[config.mk]
export PLATFORM = sky130hd
export DESIGN_NAME = fpu_ss_req_buffer_flat
export DESIGN_NICKNAME = d
export VERILOG_FILES = /design/src/rtl/fpu_ss_req_buffer_pkg.sv /design/src/rtl/fpu_ss_req_buffer_if.sv /design/src/rtl/fpu_ss_req_buffer.sv /design/src/flat_wrapper.sv
export SDC_FILE = /design/constraint.sdc
export NUM_CORES = 1
export LEC_CHECK = 0
export BUFFER_PORTS_ARGS = -buffer_cell sky130_fd_sc_hd__buf_2
export CAP_MARGIN = 20
export CORE_MARGIN = 5
export CORE_UTILIZATION = 47
export DETAILED_ROUTE_END_ITERATION = 8
export GPL_TIMING_DRIVEN = 0
export PLACE_DENSITY = 0.7
export SLEW_MARGIN = 20
export SYNTH_ARGS = -nofsm -noshare
export SYNTH_HDL_FRONTEND = slang
export SYNTH_SLANG_ARGS = --single-unit
[constraint.sdc]
create_clock -name clk_i -period 4.04 [get_ports clk_i]
set_clock_uncertainty 0.15 [all_clocks]
set_input_delay 0.202 -clock clk_i [delete_from_list [all_inputs] [get_ports clk_i]]
set_output_delay 0.202 -clock clk_i [all_outputs]
set_load 0.03 [all_outputs]
[src/rtl/fpu_ss_req_buffer_pkg.sv]
// Shared types and constants for the FPU-SS request buffer.
package fpu_ss_req_buffer_pkg;

    localparam int unsigned ID_WIDTH  = 4;
    localparam int unsigned BUF_DEPTH = 4;

    // One offloaded instruction with its operands and predecode flags.
    typedef struct packed {
        logic [31:0]         instr;
        logic [31:0]         rs1;
        logic [31:0]         rs2;
        logic [ID_WIDTH-1:0] id;
        logic                writeback;
        logic                is_mem_op;
    } req_entry_t;

endpackage

[src/rtl/fpu_ss_req_buffer_if.sv]
// Request-in / issue-out handshake bundle around the request buffer.
interface fpu_ss_req_buffer_if;
    import fpu_ss_req_buffer_pkg::*;

    logic       in_valid;
    logic       in_ready;
    req_entry_t in_entry;
    logic       out_valid;
    logic       out_ready;
    req_entry_t out_entry;

    // Buffer side: accepts pushes, presents the head.
    modport slave (
        input  in_valid, in_entry, out_ready,
        output in_ready, out_valid, out_entry
    );

    // Environment side: producer of pushes and consumer of the head.
    modport master (
        output in_valid, in_entry, out_ready,
        input  in_ready, out_valid, out_entry
    );
endinterface

[src/rtl/fpu_ss_req_buffer.sv]
// Elastic in-order buffer between the X-interface request channel and the
// FPU-SS decoder. Holds a load/store at the head while the memory path is busy
// and tracks how many buffered instructions still owe an integer writeback.
module fpu_ss_req_buffer
    import fpu_ss_req_buffer_pkg::*;
#(
    parameter int unsigned DEPTH = BUF_DEPTH
) (
    input  logic                       clk_i,
    input  logic                       rst_ni,
    input  logic                       flush_i,
    input  logic                       mem_busy_i,
    fpu_ss_req_buffer_if.slave         bus,
    output logic [$clog2(DEPTH):0]     usage_o,
    output logic [$clog2(DEPTH):0]     wb_pending_o
);

    localparam int unsigned AW = $clog2(DEPTH);
    localparam int unsigned PW = AW + 1;

    // Pointers carry an extra wrap bit so full and empty are distinguishable.
    logic [PW-1:0] wr_ptr, rd_ptr;
    logic          ready_en;
    req_entry_t    mem [DEPTH];
    req_entry_t    head;
    logic          full, empty, push, pop, wb_inc, wb_dec;

    assign full  = (wr_ptr[AW-1:0] == rd_ptr[AW-1:0]) && (wr_ptr[AW] != rd_ptr[AW]);
    assign empty = (wr_ptr == rd_ptr);
    assign head  = mem[rd_ptr[AW-1:0]];

    // ready_en keeps in_ready low during reset and only depends on registered
    // state plus flush, so the consumer's ready never loops back to the producer.
    assign bus.in_ready  = ready_en & ~full & ~flush_i;
    assign bus.out_entry = empty ? '0 : head;
    // A load/store head blocks the whole queue while memory is busy: no reordering.
    assign bus.out_valid = ~empty & ~(head.is_mem_op & mem_busy_i);

    assign push   = bus.in_valid & bus.in_ready;
    assign pop    = bus.out_valid & bus.out_ready;
    assign wb_inc = push & bus.in_entry.writeback;
    assign wb_dec = pop & head.writeback;

    // Reset release: allow pushes from the first cycle after rst_ni deasserts.
    always_ff @(posedge clk_i or negedge rst_ni) begin
        if (!rst_ni) ready_en <= 1'b0;
        else         ready_en <= 1'b1;
    end

    // Entry storage: written on push only, never reset or cleared.
    always_ff @(posedge clk_i) begin
        if (push) mem[wr_ptr[AW-1:0]] <= bus.in_entry;
    end

    // Pointer update; flush discards everything, including a same-cycle pop.
    always_ff @(posedge clk_i or negedge rst_ni) begin
        if (!rst_ni) begin
            wr_ptr <= '0;
            rd_ptr <= '0;
        end else if (flush_i) begin
            wr_ptr <= '0;
            rd_ptr <= '0;
        end else begin
            if (push) wr_ptr <= wr_ptr + 1'b1;
            if (pop)  rd_ptr <= rd_ptr + 1'b1;
        end
    end

    // Occupancy counter; full/empty gating keeps it within 0..DEPTH.
    always_ff @(posedge clk_i or negedge rst_ni) begin
        if (!rst_ni) usage_o <= '0;
        else if (flush_i) usage_o <= '0;
        else begin
            case ({push, pop})
                2'b10:   usage_o <= usage_o + 1'b1;
                2'b01:   usage_o <= usage_o - 1'b1;
                default: usage_o <= usage_o;
            endcase
        end
    end

    // Count of buffered entries that will produce an integer writeback.
    always_ff @(posedge clk_i or negedge rst_ni) begin
        if (!rst_ni) wb_pending_o <= '0;
        else if (flush_i) wb_pending_o <= '0;
        else begin
            case ({wb_inc, wb_dec})
                2'b10:   wb_pending_o <= wb_pending_o + 1'b1;
                2'b01:   wb_pending_o <= wb_pending_o - 1'b1;
                default: wb_pending_o <= wb_pending_o;
            endcase
        end
    end

    a_no_push_full: assert property (@(posedge clk_i) disable iff (!rst_ni)
        !(push && full));
    a_no_pop_empty: assert property (@(posedge clk_i) disable iff (!rst_ni)
        !(pop && empty));
    a_cnt_bounds: assert property (@(posedge clk_i) disable iff (!rst_ni)
        (wb_pending_o <= usage_o) && (usage_o <= PW'(DEPTH)));

endmodule

[src/flat_wrapper.sv]
// flat-port wrapper written by rule: the top's interface ports become plain ports
module fpu_ss_req_buffer_flat import fpu_ss_req_buffer_pkg::*;
#(
    parameter int unsigned DEPTH = BUF_DEPTH
)
  (clk_i, rst_ni, flush_i, mem_busy_i, usage_o, wb_pending_o, bus_in_valid, bus_in_entry, bus_out_ready, bus_in_ready, bus_out_valid, bus_out_entry);
  fpu_ss_req_buffer_if bus_i ();
  input  logic clk_i;
  input  logic rst_ni;
  input  logic flush_i;
  input  logic mem_busy_i;
  output logic [$clog2(DEPTH):0] usage_o;
  output logic [$clog2(DEPTH):0] wb_pending_o;
  input wire logic [$bits(bus_i.in_valid)-1:0] bus_in_valid;
  input wire logic [$bits(bus_i.in_entry)-1:0] bus_in_entry;
  input wire logic [$bits(bus_i.out_ready)-1:0] bus_out_ready;
  output wire logic [$bits(bus_i.in_ready)-1:0] bus_in_ready;
  output wire logic [$bits(bus_i.out_valid)-1:0] bus_out_valid;
  output wire logic [$bits(bus_i.out_entry)-1:0] bus_out_entry;
  assign bus_i.in_valid = bus_in_valid;
  assign bus_i.in_entry = bus_in_entry;
  assign bus_i.out_ready = bus_out_ready;
  assign bus_in_ready = bus_i.in_ready;
  assign bus_out_valid = bus_i.out_valid;
  assign bus_out_entry = bus_i.out_entry;
  fpu_ss_req_buffer #(.DEPTH(DEPTH)) u_core (.clk_i(clk_i), .rst_ni(rst_ni), .flush_i(flush_i), .mem_busy_i(mem_busy_i), .bus(bus_i), .usage_o(usage_o), .wb_pending_o(wb_pending_o));
endmodule
==> run metrics <==
status=complete, no violations; Initial DRC Count=535; Area Overhead vs Synth=26.5%; vias in the first global route=between 9000 and 10000; mux cell area share after synthesis=0.144; Worst setup EP type=primary output; number of remaining DRC errors=0; Worst setup SP type=flip-flop; EDFF count, synth=408; Hold Crit Start=bus_out_ready; antenna-violating nets left=0; largest family of logic cells by synthesized area=multiplexers; total gr overflow=0; Final WS setup=0.382 ns; Initial Utilization=0.475; clk slew on worst S/H paths=0.06 ns; period utilization=0.905; largest buffer count on any clock path=3; worst-margin pin slew=approximately 0.84 ns; Syn Inst Count=744; CTS tree=done; CP Launch Point=u_core.rd_ptr[0]$_DFFE_PN0P_; Setup WS pre-CTS=0.629 ns; Fillers=2526; # port buffers=216; GRT Resource Usage Total=0.178; Placer Congestion=0.726; core area=approximately 34000 sq um; power per cell area=503 nW/um^2; Synth area leaders=edfxtp_1, mux4_2, nor2b_1; hpwl dp=21000 um; worst-path fanout max=10; Slew HR=0.442; Tightest Hold Check Type=in -> reg; Ys Warns=0; CP required=3.69 ns; worst skew pair latency=0.54 ns; Final Hold Violating Endpoints=0; Max Cap Viol=0; vias per inst=5.25; number of top-level pins=between 200 and 250; Pleak=7.13 nW; TritonCTS Sinks=roughly 420; WL final=34300 um; RSZ-0062 raised after global routing=no; flop and latch count out of synthesis=421; final number of setup-violating endpoints=0; critical register-to-register path startpoint=u_core.rd_ptr[0]$_DFFE_PN0P_; fin nets=1235; initial antenna violation count=2; cell with the most instances after synthesis=edfxtp_1; row cnt=a little under 70; share of post-route cells with drive strength above 1=0.355; # H-tree levels=2; root buf cell=clkbuf_16; routed len/inst=21.3 um; First-pass DRT Iterations=4; first-pass GRT wire length=53000 um; Vias=~8400; Synth top area share=0.751; Adder-Cell Fraction of Synth Area=0.00629; Simple-Gate Fraction of Synth Area=0.0512; total CTS buffers=44; CP arrival=3.31 ns; min Tclk post-route=3.66 ns; full die area=38500 sq um; Synth Cell Area=16300 sq um; Post-synth top flop=edfxtp_1; leading area contributor after synthesis=edfxtp_1; synth cell count leaders=edfxtp_1, nor2b_1, mux4_2; Avg Cell Area, Syn=21.9 sq um; Inst Count DP=1424; fin util=0.601; XOR/XNOR Fraction of Synth Area=0.00429; post-synthesis compound-gate area fraction=0.0120; die width=196 um; max-slew violations=0; worst setup path category=reg -> out; non-filler cells, final=1608; ys async rst share=0.0309; post-synthesis sequential area ratio=0.771; largest net degree at the start of global routing=40; highest clock rate=273 MHz; syn_nets=859; VDD IR max=0.000378 V; synth unique cells=44; Die H=roughly 200 um
==> cells in the final DEF (no fill, tap or decap), drive strengths merged, types with 2 or more instances in the layout <==
cell and instances:
edfxtp 408, buf 245, nor2b 105, dlygate4sd3 105, mux4 100, clkbuf 74
clkinv 18, dfrtp 13, nor2 8, and2 6, xnor2 5, ha 5
mux2i 5, a211oi 4, nand2 4, nand2b 4, bufinv 4, xor2 3
a21oi 3, inv 3, o31ai 3, nor3 2, and3 2, mux2 2
fa 2
==> final timing paths <==
path,end,slack (ns),cells after the start
max reg2reg,u_core.mem[2][42]$_DFFE_PP_,0.69,7
min in group asynchronous,u_core.ready_en$_DFF_PN0_,0.60,3
min reg2reg,u_core.rd_ptr[2]$_DFFE_PN0P_,0.42,2
max,bus_out_entry[64],0.38,8
min,u_core.rd_ptr[1]$_DFFE_PN0P_,0.04,4
max in group asynchronous,u_core.wr_ptr[2]$_DFFE_PN0P_,2.72,3
==> power by group <==
part / total, mW / internal (mW) / switching [mW] / leakage [nW]
sequential: 4.88 / 4.86 / 0.0226 / 3.86
combinational: 1.59 / 0.590 / 0.998 / 2.59
clock: 3.92 / 2.33 / 1.59 / 0.682
==> cells by family (layout without fill, tap and decap cells) <==
| group | after synthesis | count (layout) |
|---|---|---|
| AO/OA/AOI/OAI | 21 | 21 |
| XOR/XNOR | 8 | 8 |
| adder cells (fa/ha/maj) | 7 | 7 |
| buffers and inverters | 42 | 450 |
| flip-flops | 421 | 421 |
| multiplexers | 107 | 107 |
| other | 1 | 2 |
| AND/OR/NAND/NOR | 137 | 137 |
==> per-layer routing <==
layer	vias up	routed length, um	part of all wire	GRT usage
li1	3773	-	-	-
met5	-	7	0.00020	0
met1	4363	14600	0.42	0.244
met2	254	17000	0.50	0.293
met4	2	646	0.019	0.0512
met3	50	2100	0.061	0.0380
==> area by class of cell <==
cell class	instances	area, sq um	area share
clock buffers	55	1180	0.0574
flip-flops and latches	421	12600	0.609
well taps	455	569	0.0276
diodes	1	2.50	0.000121
repair buffers	330	2340	0.113
inverters	3	11.3	0.000545
clock inverters	23	223	0.0108
multi-input cells	281	3570	0.173
plain buffers	39	171	0.00830
==> metrics by stage <==
stage	total power, mW	hold WS, ns	area, sq um	setup TNS (ns)
final	10.4	0.0418	20600	0
after global routing	10.8	0.0515	20600	0
after CTS	10.5	0.0139	20600	0
after detailed placement	6.50	-0.0366	18200	0
after global placement	6.48	-0.0420	18000	-161.23
after floorplan	5.99	-0.244	16300	0
==> what timing repair did <==
item | 4_1_cts | 5_1_grt
hold buffers | 105 | 0
buffers inserted | 0 | 0
hold endpoints to repair | 425 | 0
gates resized for setup | 0 | 0
==> critical path, stage by stage (launching register included) <==
cell	delay, ns
dfrtp_1	0.38
buf_2	0.22
xnor2_1	0.28
and3b_1	0.27
buf_2	0.28
buf_2	0.41
clkbuf_1	0.53
nor2b_1	0.16
buf_2	0.22
==> sequential cells by signal, indices dropped and copies added (netlist names) <==
register             cells
u_core.ready_en          1
u_core.wr_ptr            3
u_core.usage_o           3
u_core.mem             408
u_core.rd_ptr            3
u_core.wb_pending_o      3
No activity file was read; power rests on OpenSTA's default activity.
